$ cat config.mk
export PLATFORM = sky130hd
export DESIGN_NAME = fetch_unit
export DESIGN_NICKNAME = d
export VERILOG_FILES = /design/src/rtl/fetch_pkg.sv /design/src/rtl/fetch_fifo.sv /design/src/rtl/fetch_unit.sv
export SDC_FILE = /design/constraint.sdc
export NUM_CORES = 1
export LEC_CHECK = 0
export CORE_MARGIN = 3
export CORE_UTILIZATION = 55
export DETAILED_ROUTE_END_ITERATION = 16
export PLACE_DENSITY = 0.8
export REMOVE_ABC_BUFFERS = 1
export SETUP_SLACK_MARGIN = 0.2
export SLEW_MARGIN = 20
export SYNTH_ARGS = -nofsm -noshare
export SYNTH_HDL_FRONTEND = slang
export SYNTH_HIERARCHICAL = 1
export SYNTH_SLANG_ARGS = --single-unit
$ cat constraint.sdc
create_clock -name clk -period 6.5 [get_ports clk]
set_input_delay 0.975 -clock clk [delete_from_list [all_inputs] [get_ports clk]]
set_output_delay 0.975 -clock clk [all_outputs]
set_load 0.01 [all_outputs]
$ cat src/rtl/fetch_pkg.sv
// Shared definitions for the instruction fetch unit: FSM encoding and the
// per-instruction address increment.
package fetch_pkg;

  typedef enum logic [1:0] {
    ST_IDLE = 2'd0,  // no request outstanding
    ST_REQ  = 2'd1,  // request outstanding, data will be kept
    ST_DROP = 2'd2   // request outstanding, data will be thrown away
  } fetch_state_e;

  localparam int unsigned INSN_BYTES = 4;

endpackage

$ cat src/rtl/fetch_fifo.sv
// Show-ahead prefetch buffer: the head entry is presented combinationally,
// push and pop may happen together, and flush empties it synchronously.
module fetch_fifo #(
  parameter int WIDTH = 96,
  parameter int DEPTH = 4,
  localparam int AW = $clog2(DEPTH),
  localparam int CW = $clog2(DEPTH) + 1
) (
  input  logic             clk,
  input  logic             rst,
  input  logic             flush_i,
  input  logic             push_i,
  input  logic [WIDTH-1:0] data_i,
  input  logic             pop_i,
  output logic [WIDTH-1:0] data_o,
  output logic             valid_o,
  output logic [CW-1:0]    count_o
);

  logic [WIDTH-1:0] mem_q [DEPTH];
  logic [AW-1:0]    wr_ptr_q, wr_ptr_d;
  logic [AW-1:0]    rd_ptr_q, rd_ptr_d;
  logic [CW-1:0]    count_q, count_d;
  logic             full;
  logic             push_en;
  logic             pop_en;

  assign valid_o = (count_q != '0);
  assign full    = (count_q == CW'(DEPTH));
  // A pop frees a slot in the same cycle, so a push into a full buffer is
  // accepted when it coincides with a pop; flush overrides both.
  assign pop_en  = pop_i && valid_o && !flush_i;
  assign push_en = push_i && !flush_i && (!full || pop_en);
  // The head is masked while empty so stale storage never leaks out.
  assign data_o  = valid_o ? mem_q[rd_ptr_q] : '0;
  assign count_o = count_q;

  // Next pointer/occupancy values from flush, push and pop.
  always_comb begin
    wr_ptr_d = wr_ptr_q;
    rd_ptr_d = rd_ptr_q;
    count_d  = count_q;
    if (flush_i) begin
      wr_ptr_d = '0;
      rd_ptr_d = '0;
      count_d  = '0;
    end else begin
      if (push_en) wr_ptr_d = wr_ptr_q + AW'(1);
      if (pop_en)  rd_ptr_d = rd_ptr_q + AW'(1);
      if (push_en && !pop_en)      count_d = count_q + CW'(1);
      else if (!push_en && pop_en) count_d = count_q - CW'(1);
    end
  end

  // Control state: pointers and occupancy.
  always_ff @(posedge clk or posedge rst) begin
    if (rst) begin
      wr_ptr_q <= '0;
      rd_ptr_q <= '0;
      count_q  <= '0;
    end else begin
      wr_ptr_q <= wr_ptr_d;
      rd_ptr_q <= rd_ptr_d;
      count_q  <= count_d;
    end
  end

  // Entry storage; contents are only ever read behind a valid count.
  always_ff @(posedge clk) begin
    if (push_en) mem_q[wr_ptr_q] <= data_i;
  end

endmodule

$ cat src/rtl/fetch_unit.sv
// Instruction fetch unit: issues one read at a time to instruction memory,
// buffers returned words with their PC, and restarts on redirect.
module fetch_unit
  import fetch_pkg::*;
#(
  parameter int              XLEN     = 64,
  parameter int              DEPTH    = 4,
  parameter logic [XLEN-1:0] RESET_PC = '0
) (
  input  logic                     clk,
  input  logic                     rst,
  output logic                     mem_req,
  output logic [XLEN-1:0]          mem_addr,
  input  logic                     mem_ack,
  input  logic [31:0]              mem_rdata,
  input  logic                     redirect,
  input  logic [XLEN-1:0]          redirect_pc,
  input  logic                     ir_ready,
  output logic                     ir_valid,
  output logic [31:0]              ir_out,
  output logic [XLEN-1:0]          ir_pc,
  output logic [$clog2(DEPTH):0]   count
);

  localparam int CW = $clog2(DEPTH) + 1;

  fetch_state_e      state_q, state_d;
  logic [XLEN-1:0]   fetch_pc_q, fetch_pc_d;
  logic [XLEN-1:0]   redirect_pc_al;
  logic              pop;
  logic              push;
  logic [CW-1:0]     occ_after_pop;
  logic              room_now;
  logic              room_after_push;
  logic [XLEN+31:0]  fifo_head;

  assign redirect_pc_al  = redirect_pc & ~XLEN'(3);
  assign pop             = ir_valid && ir_ready;
  assign occ_after_pop   = count - CW'(pop);
  assign room_now        = ({1'b0, occ_after_pop} < (CW+1)'(DEPTH));
  assign room_after_push = (({1'b0, occ_after_pop} + (CW+1)'(1)) < (CW+1)'(DEPTH));

  // Outputs depend only on registered state, so mem_ack never reaches mem_req.
  assign mem_req  = (state_q != ST_IDLE);
  assign mem_addr = fetch_pc_q;
  assign ir_pc    = fifo_head[XLEN+31:32];
  assign ir_out   = fifo_head[31:0];

  // Next-state, next fetch address and push decision.
  always_comb begin
    state_d    = state_q;
    fetch_pc_d = fetch_pc_q;
    push       = 1'b0;
    case (state_q)
      ST_IDLE: begin
        // A late ack here belongs to an abandoned request and is ignored.
        if (redirect) begin
          fetch_pc_d = redirect_pc_al;
          state_d    = ST_REQ;
        end else if (room_now) begin
          state_d = ST_REQ;
        end
      end
      ST_REQ: begin
        if (redirect) begin
          fetch_pc_d = redirect_pc_al;
          state_d    = mem_ack ? ST_REQ : ST_DROP;
        end else if (mem_ack) begin
          push       = 1'b1;
          fetch_pc_d = fetch_pc_q + XLEN'(INSN_BYTES);
          state_d    = room_after_push ? ST_REQ : ST_IDLE;
        end
      end
      ST_DROP: begin
        if (redirect) fetch_pc_d = redirect_pc_al;
        if (mem_ack)  state_d    = ST_REQ;
      end
      default: state_d = ST_IDLE;
    endcase
  end

  // State and fetch address registers.
  always_ff @(posedge clk or posedge rst) begin
    if (rst) begin
      state_q    <= ST_IDLE;
      fetch_pc_q <= RESET_PC;
    end else begin
      state_q    <= state_d;
      fetch_pc_q <= fetch_pc_d;
    end
  end

  fetch_fifo #(
    .WIDTH (XLEN + 32),
    .DEPTH (DEPTH)
  ) u_fifo (
    .clk     (clk),
    .rst     (rst),
    .flush_i (redirect),
    .push_i  (push),
    .data_i  ({fetch_pc_q, mem_rdata}),
    .pop_i   (ir_ready),
    .data_o  (fifo_head),
    .valid_o (ir_valid),
    .count_o (count)
  );

endmodule

==> reports/qor.csv <==
stage,metric,value,unit
outcome,outcome,"complete, no violations",
pwr,ir_drop,0.7299,mV
sta,rsz0062_at_grt,no,
pwr,p_int,7.151,mW
detailed_routing,vias_per_cell,6.244,
place,dp_hpwl,28.91,mm
sta,relSlewSlack,0.2676,
clock_tree,cts_tree,yes,
clock_tree,numCtsBuffers,46,
synth,yosys.area_share.simple,0.1121,
clock_tree,clkLatencyLatePin,0.55,ns
clock_tree,ctsHtreeMaxLevel,2,
die,initial_core_util,0.5631,
sta,setup_viol,0,
detailed_routing,first_pass_iters,7,
sta,period_share,0.6681,
sta,finalClockSkew,0.01579,ns
critical_path,reg2reg_to,u_fifo/mem_q[2][82]$_DFFE_PP_,
sta,worstMarginPinSlew,1.099,ns
synth,synth_top_family_by_area,multiplexers,
sta,fin_crit,4.342,ns
die,die_w,194.8,µm
synth,yosys_warnings,6,
place,portBuffers,261,
critical_path,required,5.52,ns
critical_path,r2r_slack,2.76,ns
grt,grt_pass1_wl,73.69,mm
pwr,p_leak,7.935,nW
grt,track_usage,0.2478,
critical_path,endpoint_kind,primary output,
synth,synth_xor_area_frac,0.001788,
sta,holdWs,0.5528,ns
worst_hold_path,min_from,u_fifo/wr_ptr_q[0]$_DFFE_PP0P_,
run,cap_viol_max_count,0,
clock_tree,ctsHoldBuffers,0,
critical_path,reg2regPathDepth,8,
pwr,p_clk_frac,0.247,
pwr,p_per_area,437.3,nW/µm²
worst_hold_path,holdPathStages,1,
synth,ys_types,80,
final_layout,final_nets,1594,
grt,grt_overflow,0,
final_layout,stdcell_count,1979,
synth,syn_avg_cell_area,15.96,µm²
sta,max_freq,230.3,MHz
grt,grt_pass1_vias,12650,
detailed_routing,detail_route.wl_per_cell,24.10,µm
die,ios,266,
die,die_area,37930,µm²
detailed_routing,drc,0,
clock_tree,cts.path.max_buffers,3,
pwr,pwr-share-comb,0.339,
worst_hold_path,hold_end,u_fifo/wr_ptr_q[0]$_DFFE_PP0P_,
clock_tree,cts_root_buffer,clkbuf_16,
clock_tree,clock_sinks,455,
detailed_routing,antenna_left,0,
final_layout,syn2layout_area_growth,23.29,%
detailed_routing,drt_wl_total,47.70,mm
sta,hold_viol_final,0,
critical_path,crit_arrival,3.37,ns
die,core.rowCount,68,
final_layout,final_util,0.6943,
clock_tree,postCtsSetupBuffers,0,
synth,syn_area,19600,µm²
synth,synth_edf_count,384,
synth,synth_mux_area_frac,0.1141,
clock_tree,cts_resized,0,
pwr,switching_share,0.3231,
worst_hold_path,hp-class,flop to flop,
final_layout,drive_gt1_frac,0.1419,
synth,synth_fa_ha_area_frac,0.005491,
critical_path,critPathKind,flop to primary output,
synth,synth_ff_type,edfxtp_1,
synth,async_flop_share,0.1560,
synth,ys_ff_latch,455,
sta,slew_violations,0,
place,gp_congestion,0.8620,
clock_tree,clk_pin_slew_worst_paths,0.06,ns
die,coreArea,34800,µm²
synth,syn-instance-count,1228,
synth,synth_compound_area_frac,0.06283,
detailed_routing,initialDrtViolationCount,1187,
synth,seq_area_frac_synth,0.6791,
critical_path,reg2reg_from,state_q[0]$_DFFE_PP0P_,
critical_path,path_max_fanout,67,
pwr,power.net_switching,3.414,mW
grt,grt_max_degree,100,
die,die-height,194.8,µm
grt,antenna_found_initial,3,
critical_path,worst_setup_path_start_kind,flop,
detailed_routing,vias,12360,
pwr,p_seq_frac,0.415,
place,placed_cells,1890,
[through the flow]
step	setup WS, ns	area [µm²]	setup TNS [ns]	power [mW]
2_1_floorplan	-1.269	19230	-487.32	6.146
3_3_place_gp	1.706	22610	0	7.911
3_5_place_dp	1.630	22610	0	8.002
4_1_cts	2.100	24110	0	10.63
5_1_grt	1.977	24160	0	11.08
6_report	2.158	24160	0	10.57
[worst max path at each step]
stage,startpoint,end
finish,u_fifo/rd_ptr_q[1]$_DFFE_PP0P_,ir_pc[37]
detailed placement,redirect,u_fifo/mem_q[2][88]$_DFFE_PP_
global placement,redirect,u_fifo/mem_q[2][7]$_DFFE_PP_
CTS,u_fifo/rd_ptr_q[1]$_DFFE_PP0P_,ir_pc[35]
floorplan,redirect,u_fifo/mem_q[0][0]$_DFFE_PP_
global route,redirect,u_fifo/mem_q[2][85]$_DFFE_PP_
[cell usage in the layout (no fill, tap or decap), types with 4 or more instances in the layout]
master / Yosys / layout
nor4_1: 13 / 13
a2bb2oi_1: 5 / 5
and2_1: 108 / 104
or4_1: 4 / 4
nand2_1: 53 / 53
o22ai_1: 12 / 12
clkbuf_1: 41 / 11
ha_1: 7 / 7
o31ai_1: 5 / 5
inv_1: 19 / 18
a211oi_1: 5 / 5
buf_12: 0 / 6
dfrtp_1: 71 / 69
clkinv_1: 1 / 10
o21ai_0: 29 / 29
nand3_1: 38 / 38
clkinv_2: 0 / 8
a21oi_1: 44 / 43
nor3_1: 20 / 20
nor2_1: 50 / 50
mux2i_1: 4 / 4
a31oi_1: 12 / 12
edfxtp_1: 384 / 384
and3_1: 13 / 13
nand4_1: 28 / 28
buf_4: 4 / 10
a311oi_1: 6 / 6
mux4_2: 96 / 96
or3_1: 17 / 16
a32oi_1: 11 / 11
conb_1: 1 / 10
clkbuf_16: 0 / 47
and4_1: 4 / 4
and2_4: 0 / 4
o22a_1: 7 / 7
bufinv_16: 0 / 5
o211ai_1: 8 / 8
clkdlybuf4s50_1: 0 / 261
[flip-flops by register name, summed over array words and instances, names as in the netlist]
name,count
mem_addr,62
u_fifo/wr_ptr_q,2
u_fifo/count_o,3
state_q,2
u_fifo/mem_q,384
u_fifo/rd_ptr_q,2
[kinds of logic (layout without fill, tap and decap cells)]
logic type               Yosys count  after routing
AO/OA/AOI/OAI                    180            180
other                              1             12
adder cells (fa/ha/maj)            8              8
buffers and inverters             97            382
XOR/XNOR                           4              4
AND/OR/NAND/NOR                  380            380
multiplexers                     103            103
flip-flops                       455            455
[cell type report]
class	instances	area [µm²]
tap	455	569.3
timing repair buffer	277	2808
multi-input combinational	685	5881
clock inverter	26	275.3
sequential	455	13320
antenna	2	5.005
clock buffer	59	1231
fill	2336	10640
inverter	20	75.07
[critical path: stages, from the launching register on]
cell	delay [ns]
dfrtp_4	1.16
buf_4	0.56
mux4_2	0.39
and2_1	0.19
clkdlybuf4s50_1	0.48
[power groups by stage]
| stage | sequential, mW | clock [mW] | combinational (mW) |
|---|---|---|---|
| floorplan | 4.37 | 0 | 1.78 |
| global route | 4.47 | 2.77 | 3.84 |
| detailed placement | 4.44 | 0 | 3.57 |
| CTS | 4.38 | 2.65 | 3.59 |
| finish | 4.38 | 2.61 | 3.58 |
| global placement | 4.39 | 0 | 3.52 |
[cell usage after synthesis (28+ instances only)]
| master | count | area [µm²] |
|---|---|---|
| edfxtp_1 | 384 | 11530 |
| and2_1 | 108 | 675.7 |
| mux4_2 | 96 | 2162 |
| dfrtp_1 | 71 | 1777 |
| nand2_1 | 53 | 198.9 |
| nor2_1 | 50 | 187.7 |
| a21oi_1 | 44 | 220.2 |
| clkbuf_1 | 41 | 153.9 |
| nand3_1 | 38 | 190.2 |
| o21ai_0 | 29 | 145.1 |
| nand4_1 | 28 | 175.2 |
[layer usage]
metal,GRT usage,up-vias,share of wire
met4,0.07526,0,0.026
met3,0.03848,95,0.081
met1,0.3496,6239,0.40
met5,0,-,0
met2,0.4063,606,0.50
li1,-,5417,-
No activity file was read; power rests on OpenSTA's default activity.
